<file path="config.mk">
export PLATFORM = sky130hd
export DESIGN_NAME = clk_div_bank
export DESIGN_NICKNAME = d
export VERILOG_FILES = /design/src/rtl/clk_div_bank.sv
export SDC_FILE = /design/constraint.sdc
export NUM_CORES = 1
export LEC_CHECK = 0
export CORE_MARGIN = 1.5
export CORE_UTILIZATION = 45
export CTS_CLUSTER_SIZE = 24
export DETAILED_ROUTE_END_ITERATION = 7
export PLACE_DENSITY = 0.74
export SLEW_MARGIN = 20
export SYNTH_ARGS = -nofsm -noshare
export SYNTH_HDL_FRONTEND = slang
export SYNTH_SLANG_ARGS = --single-unit
</file>
<file path="constraint.sdc">
create_clock -name clk_in -period 1.25 [get_ports clk_in]
set_input_delay 0.25 -clock clk_in [delete_from_list [all_inputs] [get_ports clk_in]]
set_output_delay 0.25 -clock clk_in [all_outputs]
set_load 0.01 [all_outputs]
</file>
<file path="src/rtl/clk_div_bank.sv">
// Bank of NUM_CH programmable 50%-duty clock dividers sharing one source clock.
// Ratio/enable changes are staged in a pending slot and applied only at a period boundary.
module clk_div_bank #(
  parameter  int NUM_CH = 4,
  parameter  int DIV_W  = 8,
  localparam int CH_W   = (NUM_CH > 1) ? $clog2(NUM_CH) : 1
) (
  input  logic              clk_in,
  input  logic              rst_n,
  input  logic              cfg_valid,
  output logic              cfg_ready,
  input  logic [CH_W-1:0]   cfg_ch,
  input  logic [DIV_W-1:0]  cfg_div,
  input  logic              cfg_en,
  input  logic              sync_in,
  output logic [NUM_CH-1:0] ch_clk_out,
  output logic [NUM_CH-1:0] ch_tick,
  output logic [NUM_CH-1:0] cfg_pend
);

  logic [NUM_CH-1:0] cfg_hit;

  // An out-of-range cfg_ch hits no channel, so it is always ready and simply dropped.
  assign cfg_ready = ~|(cfg_hit & cfg_pend);

  genvar gi;
  generate
    for (gi = 0; gi < NUM_CH; gi++) begin : g_ch
      logic [DIV_W-1:0] act_div_reg, act_div_next;
      logic [DIV_W-1:0] pnd_div_reg, pnd_div_next;
      logic [DIV_W-1:0] cnt_reg, cnt_next;
      logic             act_en_reg, act_en_next;
      logic             pnd_en_reg, pnd_en_next;
      logic             pend_reg, pend_next;
      logic             out_reg, out_next;
      logic             tick_reg, tick_next;
      logic             accept;
      logic             apply;
      logic             at_top;

      assign cfg_hit[gi] = (cfg_ch == CH_W'(gi));
      assign accept      = cfg_valid && cfg_hit[gi] && !pend_reg;
      assign at_top      = (cnt_reg == act_div_reg);

      always_comb begin
        act_div_next = act_div_reg;
        act_en_next  = act_en_reg;
        pnd_div_next = pnd_div_reg;
        pnd_en_next  = pnd_en_reg;
        pend_next    = pend_reg;
        cnt_next     = cnt_reg;
        out_next     = out_reg;
        apply        = 1'b0;

        if (sync_in || !act_en_reg) begin
          // Restart (or idle) from the start of a low phase, absorbing any staged config.
          apply    = pend_reg;
          cnt_next = '0;
          out_next = 1'b0;
        end else if (at_top) begin
          cnt_next = '0;
          if (out_reg) begin
            apply    = pend_reg;
            out_next = 1'b0;
          end else begin
            out_next = 1'b1;
          end
        end else begin
          cnt_next = cnt_reg + 1'b1;
        end

        if (apply) begin
          act_div_next = pnd_div_reg;
          act_en_next  = pnd_en_reg;
          pend_next    = 1'b0;
        end

        // accept requires !pend_reg and apply requires pend_reg, so they never collide.
        if (accept) begin
          pnd_div_next = cfg_div;
          pnd_en_next  = cfg_en;
          pend_next    = 1'b1;
        end

        tick_next = out_next && !out_reg;
      end

      always_ff @(posedge clk_in) begin
        if (!rst_n) begin
          act_div_reg <= '0;
          act_en_reg  <= 1'b0;
          pnd_div_reg <= '0;
          pnd_en_reg  <= 1'b0;
          pend_reg    <= 1'b0;
          cnt_reg     <= '0;
          out_reg     <= 1'b0;
          tick_reg    <= 1'b0;
        end else begin
          act_div_reg <= act_div_next;
          act_en_reg  <= act_en_next;
          pnd_div_reg <= pnd_div_next;
          pnd_en_reg  <= pnd_en_next;
          pend_reg    <= pend_next;
          cnt_reg     <= cnt_next;
          out_reg     <= out_next;
          tick_reg    <= tick_next;
        end
      end

      assign ch_clk_out[gi] = out_reg;
      assign ch_tick[gi]    = tick_reg;
      assign cfg_pend[gi]   = pend_reg;
    end
  endgenerate

endmodule

</file>
==> results.sh, run 1 <==
export IMPL_status="finished, violations left"
export IMPL_violations="negative setup slack"
export IMPL_synth_seq_area_share=0.387
export IMPL_gp_congestion=0.822
export IMPL_yosysWarnings=0
export IMPL_cp_end_kind="primary output"
export IMPL_synthesis_area_mm2=0.00599
export IMPL_synth_ff_type="dfxtp_1"
export IMPL_fmax_mhz=643
export IMPL_worstPathBufferInverterCount=1
export IMPL_placed_area_mm2=0.00689
export IMPL_drt_initial_drc_count=446
export IMPL_track_usage=0.242
export IMPL_cp_top_family="flip-flops"
export IMPL_postLayoutCellArea_mm2=0.00910
export IMPL_finClkSkew_ns=0.00367
export IMPL_drt_vias_per_instance=6.11
export IMPL_clk_latency_ns=0.42
export IMPL_synthesis_nets=708
export IMPL_setup_tns_ns=-5.97
export IMPL_grt_pass1_wl_um=27400
export IMPL_holdWs_ns=0.292
export IMPL_start_util=0.467
export IMPL_ios=28
export IMPL_total_power_mw=9.09
export IMPL_yosysTopAreaCell="dfxtp_1"
export IMPL_wirelength_um=18700
export IMPL_drt_pass1_iterations=5
export IMPL_drc=0
export IMPL_area_growth_pct=51.8
export IMPL_place_port_buffers=27
export IMPL_cpMaxStageDelayCell="dfxtp_2"
export IMPL_critical_path_class="flip-flop to primary output"
export IMPL_power_switching_mw=2.05
export IMPL_cts_sinks=116
export IMPL_min_period_over_period=1.24
export IMPL_vdd_ir_drop_max_v=0.000898
export IMPL_design_core_area_mm2=0.0128
export IMPL_pwr_share_seq=0.416
export IMPL_synth_edf_count=0
export IMPL_cts_tree="yes"
export IMPL_switching_share=0.225
export IMPL_synthArstFlopShare=0
export IMPL_dieArea_mm2=0.0140
export IMPL_cp_start_kind="flip-flop"
export IMPL_first_global_vias=5662
export IMPL_fin_crit_ns=1.55
export IMPL_worstPathMaxFanout=2
export IMPL_combPwrFrac=0.066
export IMPL_synth_area_top_cells="dfxtp_1 39%, nand2_1 6.8%, xnor2_1 5.6%"
export IMPL_synth_top_area_frac=0.387
export IMPL_ctsRootBufferMaster="clkbuf_16"
export IMPL_clock_path_buffers=2
export IMPL_drv_cap=0
export IMPL_report_final_hold_viol_count=0
export IMPL_yosys_top_cells_count="116 x dfxtp_1, 109 x nand2_1, 55 x nand3_1"
export IMPL_grt_overflow=0
export IMPL_slew_headroom=0.755
export IMPL_hold_path_class="input port to flip-flop"
export IMPL_finalSetupViolCount=79
export IMPL_wl_per_cell_um=19.5
export IMPL_cpPeakStageDelay_ns=0.32
export IMPL_final_cells=957
export IMPL_synth_most_common_cell="dfxtp_1"
export IMPL_yosys_cell_types_count=40
export IMPL_row_count=41
export IMPL_pwr_density_cell_mw_per_mm2=999
export IMPL_fillCellCount=842
export IMPL_num_vias=5845
export IMPL_grt_max_degree=64
export IMPL_cp_arrival_ns=1.30
export IMPL_drive_above_1_share=0.509
export IMPL_critical_path_cell_chain="mux2_2, o21ai_2, buf_2"
export IMPL_tightest_slew_ns=0.367
export IMPL_fp_dieW_um=118
export IMPL_rsz0062_at_grt="yes"
export IMPL_timing_final_max_slew_violations=0
export IMPL_nets=792
export IMPL_intPower_mw=7.05
export IMPL_hpwl_um=10200
export IMPL_synthCells=689
export IMPL_antenna_left=0
export IMPL_die_h_um=118
export IMPL_dp_cells=902
export IMPL_synth_seq_cells=116
export IMPL_synth_area_per_cell_um2=8.70
export IMPL_p_leak_nw=3.21
export IMPL_path_clk_slew_ns=0.05
export IMPL_htree_levels=4
export IMPL_dp_worst_setup_slack_ns=-0.845
export IMPL_antenna_found_initial=1
export IMPL_worstPathRequired_ns=1.00
export IMPL_setup_slack_ns=-0.304
export IMPL_cts_made_buffers=17
export IMPL_postLayoutCoreUtil=0.709
export IMPL_clockPowerShare=0.518
==> worst reg2reg max path, delay by kind of cell (launching register included) <==
family / cells / cell delay (ns)
compound gates: 3 / 0.43
buf+inv: 3 / 0.37
flops: 1 / 0.35
simple gates: 1 / 0.16
==> power groups by stage <==
stage	Clock (mW)	Combinational [mW]	Sequential, mW
2_1_floorplan	0	0.267	3.85
4_1_cts	4.73	0.502	3.78
3_5_place_dp	0	0.450	3.86
3_3_place_gp	0	0.434	3.86
5_1_grt	4.91	0.629	3.78
6_report	4.71	0.597	3.78
==> final cells by class <==
type | instances | area, um2 | share of cell area
clock buffers | 25 | 485 | 0.0534
multi-input cells | 506 | 4610 | 0.507
inverters | 4 | 15.0 | 0.00165
diodes | 1 | 2.50 | 0.000275
clock inverters | 5 | 75.1 | 0.00825
repair buffers | 128 | 1280 | 0.141
well taps | 172 | 215 | 0.0237
flip-flops and latches | 116 | 2410 | 0.265
==> cell usage in the layout (no fill, tap or decap), drive strengths merged, types with 9 or more instances in the layout <==
cell           count
and3              41
xor2              18
a31oi             32
and4               9
nand3             55
buf              108
and2              10
nor3              28
a21boi            36
clkdlybuf4s50      9
a211oi            32
o311ai            32
clkbuf            27
xnor2             38
dfxtp            116
nand4              9
nand2            109
==> logic make-up (layout without fill, tap and decap cells) <==
logic type      Yosys count  after routing  synth area share
compound gates          150            150             0.186
flops                   116            116             0.387
fa+ha+maj                 4              4           0.00835
simple gates            287            291             0.249
mux                       5              5           0.00939
xor+xnor                 56             56            0.0818
other cells               0              1                 0
buf+inv                  71            162            0.0783
==> worst paths after layout <==
kind | endpoint | cells after the start | slack (ns) | from
max | cfg_ready | 3 | -0.30 | g_ch[0].pend_reg
max reg2reg | g_ch[2].act_div_reg[5] | 7 | -0.20 | g_ch[2].pend_reg
min | g_ch[3].pnd_div_reg[6] | 3 | 0.29 | rst_n
min reg2reg | g_ch[0].pnd_en_reg | 2 | 0.46 | g_ch[0].pnd_en_reg
==> routing by layer <==
layer | wire (um) | share of wire | GRT usage
met1 | 7630 | 0.41 | 0.292
met2 | 9630 | 0.51 | 0.424
met3 | 1040 | 0.055 | 0.0536
met4 | 401 | 0.021 | 0.0836
met5 | 0 | 0 | 0
==> timing repair <==
action / CTS / global route
cloned: 4 / 5
setup endpoints to repair: 104 / 124
resized for setup: 197 / 142
setup buffers: 10 / 6
hold buffers: 0 / 0
pin swaps: 85 / 61
No activity file was read; power rests on OpenSTA's default activity.
==> run 2: changes to the inputs <==
- CORE_UTILIZATION: 45 -> 50
- PLACE_DENSITY: 0.74 -> 0.8
==> run 2 against run 1 <==
Net effect: sequential share of layout area increased by 0.22 points; via count rose by 8.8%; wire length up 20%; global-route usage increased by 7.2 points; cell area decreased by 0.21%; clock skew up 0.0067 ns; the run ends with design-rule violations, negative setup slack left.
==> results.sh, run 2 (synthesis gave the netlist of run 1 again) <==
export IMPL_nets=784
export IMPL_status="finished, violations left"
export IMPL_cts_made_buffers=17
export IMPL_report_final_hold_viol_count=0
export IMPL_die_h_um=112
export IMPL_grt_overflow=0
export IMPL_track_usage=0.314
export IMPL_violations="design-rule violations, negative setup slack"
export IMPL_antenna_found_initial=0
export IMPL_cp_start_kind="flip-flop"
export IMPL_design_core_area_mm2=0.0116
export IMPL_drc=3
export IMPL_p_leak_nw=3.22
export IMPL_fillCellCount=597
export IMPL_ctsRootBufferMaster="clkbuf_16"
export IMPL_r2r_slack_ns=-0.32
export IMPL_cp_arrival_ns=1.84
export IMPL_row_count=39
export IMPL_final_common_cell="nand2_1"
export IMPL_start_util=0.518
export IMPL_slew_headroom=0.726
export IMPL_pwr_density_cell_mw_per_mm2=998
export IMPL_wirelength_um=22500
export IMPL_critical_path_class="flip-flop to flip-flop"
export IMPL_finClkSkew_ns=0.0104
export IMPL_worstPathMaxFanout=16
export IMPL_grt_max_degree=71
export IMPL_drive_above_1_share=0.507
export IMPL_wl_per_cell_um=24.5
export IMPL_dp_worst_setup_slack_ns=-0.913
export IMPL_ctsHoldBuffers=0
export IMPL_gp_congestion=0.817
export IMPL_tightest_slew_ns=0.408
export IMPL_first_global_vias=6107
export IMPL_num_vias=6360
export IMPL_hpwl_um=10100
export IMPL_drt_pass1_iterations=8
export IMPL_fin_crit_ns=1.57
export IMPL_fp_dieW_um=112
export IMPL_timing_final_max_slew_violations=0
export IMPL_vdd_ir_drop_max_v=0.00105
export IMPL_drt_initial_drc_count=920
export IMPL_worstPathRequired_ns=1.52
export IMPL_setup_slack_ns=-0.321
export IMPL_finalSetupViolCount=97
export IMPL_ios=28
export IMPL_place_port_buffers=27
export IMPL_path_clk_slew_ns=0.05
export IMPL_fmax_mhz=637
export IMPL_clock_path_buffers=2
export IMPL_clk_latency_ns=0.42
export IMPL_area_growth_pct=51.5
export IMPL_grt_pass1_wl_um=31200
export IMPL_cp_end_kind="flip-flop"
export IMPL_r2r_cells=6
export IMPL_diodes=0
export IMPL_drv_cap=0
export IMPL_cts_tree="yes"
export IMPL_drt_vias_per_instance=6.93
export IMPL_hold_path_class="input port to flip-flop"
export IMPL_rsz0062_at_grt="yes"
export IMPL_total_power_mw=9.06
export IMPL_min_period_over_period=1.26
export IMPL_antenna_left=0
export IMPL_hold_path_depth=3
export IMPL_dieArea_mm2=0.0127
export IMPL_cts_sinks=116
export IMPL_htree_levels=4
export IMPL_layout_common_cells="104 x nand2_1, 63 x buf_4, 55 x dfxtp_2, 52 x dfxtp_1, 40 x nand3_1"
-- run 2: worst paths after layout --
check / startpoint / endpoint
max: g_ch[1].pend_reg / g_ch[1].act_div_reg[6]
min: rst_n / g_ch[0].pnd_div_reg[2]
max reg2reg: g_ch[1].pend_reg / g_ch[1].act_div_reg[6]
min reg2reg: g_ch[1].pnd_en_reg / g_ch[1].pnd_en_reg
-- run 2: worst max-delay path: stages (launching register included) --
cell and delay (ns):
dfxtp_2 0.33, buf_6 0.19, and2_4 0.18, buf_12 0.14
a211oi_1 0.09, a31oi_1 0.31, o311ai_2 0.18
-- run 2: area by class of cell --
cell class              count  area (um2)  share of cell area
clock buffers              24         502              0.0553
clock inverters             5        50.0             0.00551
inverters                   4        15.0             0.00165
multi-input cells         505        4730               0.521
flip-flops and latches    116        2420               0.267
well taps                 143         179              0.0197
repair buffers            121        1170               0.129
-- run 2: what timing repair did --
item | in CTS | in global routing
gates resized for setup | 217 | 149
buffers inserted | 9 | 4
pin swaps | 56 | 53
gates cloned | 6 | 0
setup endpoints to repair | 123 | 121
-- run 2: power by group --
part           switching [mW]  internal [mW]  total, mW
Clock                    1.70           2.95       4.65
Combinational           0.383          0.250      0.633
Sequential             0.0499           3.73       3.78
-- run 2: through the flow --
stage	std cells	utilization	hold WS, ns	setup TNS, ns	cell area [um2]
2_1_floorplan	689	-	0.385	-0.0737	6200
3_3_place_gp	871	0.592	0.441	-48.46	6850
3_5_place_dp	871	0.592	0.445	-54.06	6850
4_1_cts	915	0.723	0.378	-3.42	8360
5_1_grt	918	0.785	0.399	-17.21	9080
6_report	918	0.785	0.397	-12.71	9080
-- run 2: metal layers --
metal | global-route usage | part of all wire | vias to the layer above | wire length [um]
met4 | 0.184 | 0.057 | 0 | 1290
met2 | 0.536 | 0.48 | 459 | 10700
met5 | 0 | 0 | - | 0
met3 | 0.0761 | 0.084 | 139 | 1900
li1 | - | - | 2684 | -
met1 | 0.359 | 0.38 | 3078 | 8600
==> run 3: changes to the inputs <==
--- a/config.mk
+++ b/config.mk
@@ -12,3 +12,3 @@
 export PLACE_DENSITY = 0.8
-export SLEW_MARGIN = 20
+export SLEW_MARGIN = 15
 export SYNTH_ARGS = -nofsm -noshare
--- a/constraint.sdc
+++ b/constraint.sdc
@@ -3,2 +3,2 @@
 set_output_delay 0.25 -clock clk_in [all_outputs]
-set_load 0.01 [all_outputs]
+set_load 0.02 [all_outputs]
==> run 3 against run 2 <==
Net effect: the run still ends with design-rule violations, negative setup slack left; clock skew is 0.0033 ns lower; highest routed layer unchanged; sequential power hardly changed; non-clock buffer count is 26 higher; combinational power is 3.6% higher; cell area is 1.4% higher; via count is 1.6% higher; setup slack worse by 0.083 ns; flip-flop and latch count stayed put; critical path depth is 2 higher.
==> results.sh, run 3 (synthesis gave the netlist of run 1 again) <==
export IMPL_fp_dieW_um=112
export IMPL_htree_levels=4
export IMPL_cp_start_kind="flip-flop"
export IMPL_area_growth_pct=53.6
export IMPL_drv_cap=0
export IMPL_violations="design-rule violations, negative setup slack"
export IMPL_tightest_slew_ns=0.425
export IMPL_worstPathMaxFanout=8
export IMPL_clock_path_buffers=2
export IMPL_fin_crit_ns=1.65
export IMPL_multi_input_area_mm2=0.00467
export IMPL_path_clk_slew_ns=0.06
export IMPL_cp_end_kind="flip-flop"
export IMPL_wl_per_cell_um=23.9
export IMPL_status="finished, violations left"
export IMPL_fillCellCount=575
export IMPL_slew_headroom=0.716
export IMPL_critical_path_class="flip-flop to flip-flop"
export IMPL_hold_path_class="input port to flip-flop"
export IMPL_grt_overflow=0
export IMPL_holdWs_ns=0.378
export IMPL_row_count=39
export IMPL_vdd_ir_drop_max_v=0.00106
export IMPL_fmax_mhz=605
export IMPL_first_global_vias=5962
export IMPL_track_usage=0.289
export IMPL_drt_vias_per_instance=6.82
export IMPL_ctsRootBufferMaster="clkbuf_16"
export IMPL_r2r_cells=8
export IMPL_drc=4
export IMPL_start_util=0.518
export IMPL_pwr_share_seq=0.424
export IMPL_critPathLaunch="g_ch[0].pend_reg"
export IMPL_worstPathRequired_ns=1.55
export IMPL_power_switching_mw=2.13
export IMPL_r2r_end="g_ch[0].act_div_reg[0]"
export IMPL_grt_max_degree=76
export IMPL_placed_area_mm2=0.00688
export IMPL_cts_made_buffers=17
export IMPL_antenna_found_initial=0
export IMPL_r2r_slack_ns=-0.40
export IMPL_grt_busiest_layer="met2"
export IMPL_ios=28
export IMPL_drt_pass1_iterations=8
export IMPL_rsz0062_at_grt="yes"
export IMPL_nets=812
export IMPL_design_core_area_mm2=0.0116
export IMPL_pwr_density_cell_mw_per_mm2=969
export IMPL_postLayoutCellArea_mm2=0.00921
export IMPL_setup_slack_ns=-0.403
export IMPL_diodes=0
export IMPL_cts_sinks=116
export IMPL_antenna_left=0
export IMPL_cp_arrival_ns=1.96
export IMPL_wirelength_um=22700
export IMPL_num_vias=6460
export IMPL_clk_latency_ns=0.43
export IMPL_gp_congestion=0.823
export IMPL_intPower_mw=6.79
export IMPL_finClkSkew_ns=0.00714
export IMPL_seqCellArea_mm2=0.00241
export IMPL_switching_share=0.239
export IMPL_p_leak_nw=3.28
export IMPL_crit_end="g_ch[0].act_div_reg[0]"
export IMPL_grt_use_met1=0.342
export IMPL_clockPowerShare=0.503
export IMPL_dieArea_mm2=0.0127
export IMPL_min_period_over_period=1.32
export IMPL_grt_pass1_wl_um=29100
export IMPL_drive_above_1_share=0.534
export IMPL_place_port_buffers=27
export IMPL_hpwl_um=10200
export IMPL_setup_tns_ns=-17.29
export IMPL_gr_usage_met2=0.493
export IMPL_layout_common_cells="97 x nand2_1, 86 x buf_4, 62 x dfxtp_1, 46 x dfxtp_2, 37 x nand3_1"
export IMPL_drt_initial_drc_count=764
export IMPL_cts_tree="yes"
export IMPL_final_common_cell="nand2_1"
export IMPL_die_h_um=112
export IMPL_reg2reg_from="g_ch[0].pend_reg"
export IMPL_use_met3=0.0626
export IMPL_combPwrFrac=0.074
export IMPL_timing_final_max_slew_violations=0
export IMPL_finalSetupViolCount=111
export IMPL_report_final_hold_viol_count=0
[run 3: per-layer routing]
metal,routed length [um],vias to the layer above,part of all wire
li1,-,2734,-
met1,8240,3104,0.36
met2,11000,478,0.49
met3,2030,144,0.089
met4,1390,0,0.061
met5,0,-,0
[run 3: worst max-delay path, cell delays in order (launching register included)]
cell and delay (ns):
dfxtp_2 0.32, buf_4 0.12, buf_6 0.11, buf_12 0.13
and2_4 0.16, clkbuf_16 0.16, a211oi_2 0.24, a31oi_1 0.11
o311ai_1 0.15
[run 3: worst min-delay path by stage]
stage	startpoint	to	slack (ns)	cells after the start
floorplan	cfg_en	g_ch[0].pnd_en_reg	0.38	2
global placement	g_ch[1].pnd_en_reg	g_ch[1].pnd_en_reg	0.44	2
detailed placement	g_ch[1].pnd_div_reg[2]	g_ch[1].pnd_div_reg[2]	0.46	2
CTS	rst_n	g_ch[3].pnd_div_reg[1]	0.37	3
global route	rst_n	g_ch[2].pnd_div_reg[0]	0.40	3
finish	rst_n	g_ch[3].pnd_div_reg[2]	0.38	3
[run 3: area by class of cell]
class / instances / share of cell area
Clock inverter: 6 / 0.00598
Timing Repair Buffer: 147 / 0.153
Multi-Input combinational cell: 507 / 0.507
Inverter: 4 / 0.00163
Sequential cell: 116 / 0.262
Tap cell: 143 / 0.0194
Clock buffer: 24 / 0.0512
[run 3: power by group through the flow]
stage	Sequential (mW)	Combinational [mW]	Clock (mW)
floorplan	3.85	0.275	0
global placement	3.86	0.433	0
detailed placement	3.86	0.451	0
CTS	3.78	0.514	4.42
global route	3.78	0.676	4.62
finish	3.78	0.656	4.48
[run 3: what timing repair did]
item                       CTS  global route
resized for setup          182           198
hold buffers                 0             0
setup endpoints to repair  126           115
setup buffers               14            20
pin swaps                   65            90
gates cloned                 5             4
[run 3: metrics by stage]
step	util	std cells	power (mW)	setup WS, ns
after floorplan	-	689	4.12	-0.0237
after global placement	0.595	877	4.29	-0.973
after global routing	0.796	947	9.08	-0.413
after CTS	0.709	926	8.72	-0.328
after detailed placement	0.595	877	4.31	-1.02
final	0.796	947	8.92	-0.403
